**src/rtl/spi_bus_arb.sv**
```systemverilog
`default_nettype none
// ============================================================================
//  Module   : spi_bus_arb
//  Purpose  : Two-requester arbiter in front of one shared 16-bit SPI master.
//             Requests are latched per requester, served alternately on a
//             tie, and separated by a fixed idle gap. A stalled transaction
//             is aborted after a WAIT-state timeout.
//  Revision : 1.0 - initial release
// ============================================================================
module spi_bus_arb #(
    parameter int GAP_CYC = 4,     // idle cycles between transactions (>= 1)
    parameter int TMO_CYC = 1024   // WAIT cycles before abort (>= 2)
) (
    input  logic        clk,
    input  logic        rst_n,
    input  logic        wrt0,
    input  logic [15:0] cmd0,
    input  logic        wrt1,
    input  logic [15:0] cmd1,
    output logic        busy0,
    output logic        busy1,
    output logic        done0,
    output logic        done1,
    output logic [15:0] rd_data0,
    output logic [15:0] rd_data1,
    output logic        tmo0,
    output logic        tmo1,
    output logic        ovr0,
    output logic        ovr1,
    output logic        m_wrt,
    output logic [15:0] m_cmd,
    input  logic        m_done,
    input  logic [15:0] m_rd_data
);

    localparam int TCW = (TMO_CYC > 1) ? $clog2(TMO_CYC) : 1;
    localparam int GCW = (GAP_CYC > 1) ? $clog2(GAP_CYC) : 1;

    typedef enum logic [1:0] {
        S_IDLE   = 2'd0,
        S_LAUNCH = 2'd1,
        S_WAIT   = 2'd2,
        S_GAP    = 2'd3
    } state_t;

    state_t           r_state;
    state_t           w_state_nxt;

    logic             r_pend0, r_pend1;
    logic [15:0]      r_cmd0, r_cmd1;
    logic             r_ovr0, r_ovr1;
    logic             r_gnt;        // requester currently in service
    logic             r_last_gnt;   // requester granted most recently
    logic [TCW-1:0]   r_tcnt;
    logic [GCW-1:0]   r_gcnt;
    logic             r_m_wrt;
    logic [15:0]      r_m_cmd;
    logic             r_done0, r_done1;
    logic             r_tmo0, r_tmo1;
    logic [15:0]      r_rd0, r_rd1;

    logic             w_grant;
    logic             w_gnt_sel;
    logic             w_complete;
    logic             w_timeout;
    logic             w_clr0, w_clr1;

    // Next-state and grant decision; a completion on the terminal count wins
    always_comb begin
        w_state_nxt = r_state;
        w_grant     = 1'b0;
        w_gnt_sel   = r_gnt;
        w_complete  = 1'b0;
        w_timeout   = 1'b0;
        case (r_state)
            S_IDLE: begin
                if (r_pend0 || r_pend1) begin
                    w_grant     = 1'b1;
                    w_gnt_sel   = (r_pend0 && r_pend1) ? ~r_last_gnt : r_pend1;
                    w_state_nxt = S_LAUNCH;
                end
            end
            S_LAUNCH: begin
                w_state_nxt = S_WAIT;
            end
            S_WAIT: begin
                if (m_done) begin
                    w_complete  = 1'b1;
                    w_state_nxt = S_GAP;
                end else if (r_tcnt == TCW'(TMO_CYC - 1)) begin
                    w_timeout   = 1'b1;
                    w_state_nxt = S_GAP;
                end
            end
            S_GAP: begin
                if (r_gcnt == GCW'(GAP_CYC - 1)) begin
                    w_state_nxt = S_IDLE;
                end
            end
            default: begin
                w_state_nxt = S_IDLE;
            end
        endcase
    end

    assign w_clr0 = (w_complete || w_timeout) && (r_gnt == 1'b0);
    assign w_clr1 = (w_complete || w_timeout) && (r_gnt == 1'b1);

    // State register
    always_ff @(posedge clk or negedge rst_n) begin
        if (!rst_n) begin
            r_state <= S_IDLE;
        end else begin
            r_state <= w_state_nxt;
        end
    end

    // Request capture: accept only when idle for that requester, else flag overrun
    always_ff @(posedge clk or negedge rst_n) begin
        if (!rst_n) begin
            r_pend0 <= 1'b0;
            r_pend1 <= 1'b0;
            r_cmd0  <= 16'h0000;
            r_cmd1  <= 16'h0000;
            r_ovr0  <= 1'b0;
            r_ovr1  <= 1'b0;
        end else begin
            r_ovr0 <= wrt0 & r_pend0;
            r_ovr1 <= wrt1 & r_pend1;
            if (wrt0 && !r_pend0) begin
                r_pend0 <= 1'b1;
                r_cmd0  <= cmd0;
            end else if (w_clr0) begin
                r_pend0 <= 1'b0;
            end
            if (wrt1 && !r_pend1) begin
                r_pend1 <= 1'b1;
                r_cmd1  <= cmd1;
            end else if (w_clr1) begin
                r_pend1 <= 1'b0;
            end
        end
    end

    // Master launch, cycle counters and per-requester completion reporting
    always_ff @(posedge clk or negedge rst_n) begin
        if (!rst_n) begin
            r_m_wrt    <= 1'b0;
            r_m_cmd    <= 16'h0000;
            r_gnt      <= 1'b0;
            r_last_gnt <= 1'b1;
            r_tcnt     <= '0;
            r_gcnt     <= '0;
            r_done0    <= 1'b0;
            r_done1    <= 1'b0;
            r_tmo0     <= 1'b0;
            r_tmo1     <= 1'b0;
            r_rd0      <= 16'h0000;
            r_rd1      <= 16'h0000;
        end else begin
            r_m_wrt <= w_grant;
            if (w_grant) begin
                r_m_cmd    <= w_gnt_sel ? r_cmd1 : r_cmd0;
                r_gnt      <= w_gnt_sel;
                r_last_gnt <= w_gnt_sel;
            end
            r_tcnt  <= (r_state == S_WAIT && w_state_nxt == S_WAIT) ? r_tcnt + TCW'(1) : '0;
            r_gcnt  <= (r_state == S_GAP  && w_state_nxt == S_GAP)  ? r_gcnt + GCW'(1) : '0;
            r_done0 <= w_complete && (r_gnt == 1'b0);
            r_done1 <= w_complete && (r_gnt == 1'b1);
            r_tmo0  <= w_timeout  && (r_gnt == 1'b0);
            r_tmo1  <= w_timeout  && (r_gnt == 1'b1);
            if (w_complete && (r_gnt == 1'b0)) begin
                r_rd0 <= m_rd_data;
            end
            if (w_complete && (r_gnt == 1'b1)) begin
                r_rd1 <= m_rd_data;
            end
        end
    end

    assign busy0    = r_pend0;
    assign busy1    = r_pend1;
    assign done0    = r_done0;
    assign done1    = r_done1;
    assign tmo0     = r_tmo0;
    assign tmo1     = r_tmo1;
    assign ovr0     = r_ovr0;
    assign ovr1     = r_ovr1;
    assign rd_data0 = r_rd0;
    assign rd_data1 = r_rd1;
    assign m_wrt    = r_m_wrt;
    assign m_cmd    = r_m_cmd;

endmodule
`default_nettype wire

```
**config.mk**
```make
export PLATFORM = sky130hd
export DESIGN_NAME = spi_bus_arb
export DESIGN_NICKNAME = d
export VERILOG_FILES = /design/src/rtl/spi_bus_arb.sv
export SDC_FILE = /design/constraint.sdc
export NUM_CORES = 1
export LEC_CHECK = 0
export ABC_AREA = 0
export CORE_ASPECT_RATIO = 1.5
export CORE_MARGIN = 1.5
export CORE_UTILIZATION = 40
export DETAILED_ROUTE_END_ITERATION = 7
export HOLD_SLACK_MARGIN = 0.15
export PLACE_DENSITY = 0.65
export SLEW_MARGIN = 10
export SYNTH_ARGS = -nofsm -noshare
export SYNTH_HDL_FRONTEND = slang
export SYNTH_SLANG_ARGS = --single-unit
export TNS_END_PERCENT = 5
```
**constraint.sdc**
```tcl
create_clock -name clk -period 1.9 [get_ports clk]
set_input_delay 0.38 -clock clk [delete_from_list [all_inputs] [get_ports clk]]
set_output_delay 0.38 -clock clk [all_outputs]
set_load 0.05 [all_outputs]
```
==> metrics.md <==
| Metric | Value |
|---|---|
| Layout cells sized above 1 | `0.261` |
| CTS Sinks | `105` |
| Num CTS Buffers | `9` |
| Worst skew pair latency | `between 300 and 400 ps` |
| Largest net degree at the start of global routing | `106` |
| Max-cap viol count | `0` |
| 1st-iter DRT viols | `approximately 120` |
| Post-DP HPWL | `about 6500 um` |
| Synth cell types | `41` |
| Type of origin of the critical path | `flop` |
| First-pass GRT wire length | `around 15000 um` |
| Final non-filler cell total | `573` |
| Post-layout min period | `roughly 1900 ps` |
| Wire per inst | `between 15 and 20 um` |
| Crit path largest cell delay | `~800 ps` |
| Cell taking the most area after synthesis | `dfrtp_1` |
| Post-synthesis net count | `361` |
| Post-synth EDFFs | `0` |
| Clock skew | `approximately 6 ps` |
| VDD IR max | `about 0.00079 V` |
| Vias in the first global route | `3032` |
| Pins Over Slew Limit | `0` |
| Top-level I/O count | `110` |
| Slew headroom | `0.532` |
| Synth area leaders | `dfrtp_1 60%, mux2_2 14%, a311o_1 3.7%, mux2_4 3.1%, o21a_1 2.9%` |
| Most frequent cells in the layout | `104 x dfrtp_1, 57 x clkdlybuf4s50_1, 55 x mux2_2, 28 x dlymetal6s2s_1, 23 x buf_4` |
| Ant. Diodes | `0` |
| I/O Buffers | `109` |
| Post-CTS setup buffer count | `0` |
| Mapped Avg Cell Area | `between 10 and 15 um^2` |
| RSZ-0062 raised after global routing | `false` |
| Placer congestion estimate | `around 0.76` |
| Setup_tns | `0 ps` |
| Worst setup path category | `reg2out` |
| Yosys reg bits | `105` |
| Asr flop ratio synth | `1.00` |
| Die Y | `between 100 and 150 um` |
| DR vias | `slightly below 3000` |
| Status | `finished clean` |
| Post-synthesis cell count | `roughly 310` |
| Worst-path clk slew | `60 ps` |
| Slowest CP cell | `clkdlybuf4s50_1` |
| Final wirelength | `9460 um` |
| Remaining DRCs | `0` |
| Initial antenna violation count | `0` |
| P per Cell Area | `1780 mW/mm^2` |
| CP delay by family, top | `buffers and inverters` |
| Critical path buffers and inverters | `1` |
| Tcrit/Tclk final | `0.981` |
| Max FO, Critical Path | `2` |
| Inst Count DP | `556` |
| H-Tree Depth | `3` |
| Clk root buf | `clkbuf_16` |
| CTS Buffer Depth | `2` |
| WP data arrival | `1480 ps` |
| Final setup fails | `0` |
| CP required | `between 1500 and 2000 ps` |
| Seq/Total Area, Yosys | `0.604` |
| Worst hold path class | `reg2reg` |
| Post-Syn Area | `0.00435 mm^2` |
| Leak pwr | `between 0.002 and 0.003 uW` |
| Die ar. | `roughly 0.012 mm^2` |
| Post-synth top flop | `dfrtp_1` |
| Width of the die | `88.2 um` |
| Row cnt | `46` |
| CTS tree | `built` |
| Final hold viol count | `0` |
| Final net count | `roughly 480` |
| Yosys warns | `0` |
| Core Area | `0.0106 mm^2` |
| CP Cell Sequence | `clkdlybuf4s50_1` |
| Final ANT Viol Nets | `0` |
| Worst-Margin Slew | `702 ps` |
| Most common cell after layout, fill and taps aside | `dfrtp_1` |
| Total track usage | `0.169` |
| FMAX | `roughly 0.54 GHz` |
| Crit path capture type | `primary output` |
| Post-synth top area share | `0.598` |
| TritonRoute pass-1 iters | `5` |
| Remaining Overflow, GRT | `0` |
| Via-to-Cell Ratio | `a little over 5` |
| Area Growth Syn to Fin | `37.2%` |
| Starting density of the core | `0.411` |
[path summary, 6_finish.rpt]
check | startpoint | end | slack (ps) | cells after the start
setup / recovery | rd_data1[7] | rd_data1[7] | 40 | 1
hold / removal | r_gcnt[0] | r_gcnt[0] | 450 | 1
setup reg to reg | r_state[0] | m_cmd[7] | 190 | 3
hold reg to reg | r_gcnt[0] | r_gcnt[0] | 450 | 1
max in group asynchronous | rst_n | r_gcnt[1] | 810 | 3
min in group asynchronous | rst_n | r_tcnt[2] | 610 | 3
[report_power, final]
part / switching, uW / internal (uW) / total (uW)
combinational: 2990 / 2070 / 5060
sequential: 549 / 3210 / 3760
clock: 749 / 1050 / 1800
total: 4280 / 6340 / 10600
[cells by family after synthesis]
group	Yosys count	synth area share
adder cells (fa/ha/maj)	2	0.00575
buffers and inverters	20	0.0305
flip-flops	105	0.604
AND/OR/NAND/NOR	61	0.0885
multiplexers	64	0.173
XOR/XNOR	3	0.00604
AO/OA/AOI/OAI	51	0.0920
[stage by stage]
step,util,hold slack (ps),total power [uW],area (um^2),worst slack (ps)
after floorplan,-,84.4,7270,4350,88.8
after global placement,0.530,426,8910,5610,153
after detailed placement,0.530,442,9010,5610,136
after CTS,0.557,450,10800,5900,0.936
after global routing,0.564,479,11100,5970,7.51
final,0.564,448,10600,5970,35.7
[layout make-up]
| cell class | instances | area [um^2] |
|---|---|---|
| well taps | 144 | 180 |
| flip-flops and latches | 105 | 2630 |
| fillers | 940 | 4620 |
| repair buffers | 121 | 1250 |
| clock buffers | 13 | 250 |
| multi-input cells | 181 | 1600 |
| inverters | 6 | 22.5 |
| clock inverters | 3 | 40.0 |
[registers in the layout (all words and copies together), names as in the netlist]
| signal | cells |
|---|---|
| tmo1 | 1 |
| r_cmd0 | 16 |
| done0 | 1 |
| r_gnt | 1 |
| ovr0 | 1 |
| ovr1 | 1 |
| r_cmd1 | 16 |
| r_last_gnt | 1 |
| m_wrt | 1 |
| tmo0 | 1 |
| m_cmd | 16 |
| rd_data0 | 16 |
| rd_data1 | 16 |
| r_tcnt | 10 |
| r_gcnt | 2 |
| r_state | 2 |
| busy1 | 1 |
| busy0 | 1 |
| done1 | 1 |
[metal layers]
metal	track usage	wire (um)	vias to the layer above
li1	-	-	1364
met1	0.201	3980	1492
met2	0.297	4960	65
met3	0.0320	340	12
met4	0.0708	181	0
met5	0	0	-
[Yosys cell counts (all sizes together) (3+ instances only)]
| cell | n |
|---|---|
| nor2b | 3 |
| nand2 | 4 |
| buf | 9 |
| dfrtp | 104 |
| inv | 6 |
| mux2 | 64 |
| nor3b | 3 |
| nor3 | 3 |
| clkbuf | 5 |
| o21ai | 4 |
| a311o | 16 |
| a21oi | 6 |
| or3 | 3 |
| o21a | 17 |
| o31ai | 3 |
| and3 | 19 |
| nand3 | 8 |
| nor2 | 7 |
[what timing repair did]
action                                 CTS  global route
endpoints found under the hold margin  104             0
setup endpoints to repair                8            28
hold buffers                             1             0
gates resized for setup                  8            28
(Power assumes the default switching activity.)
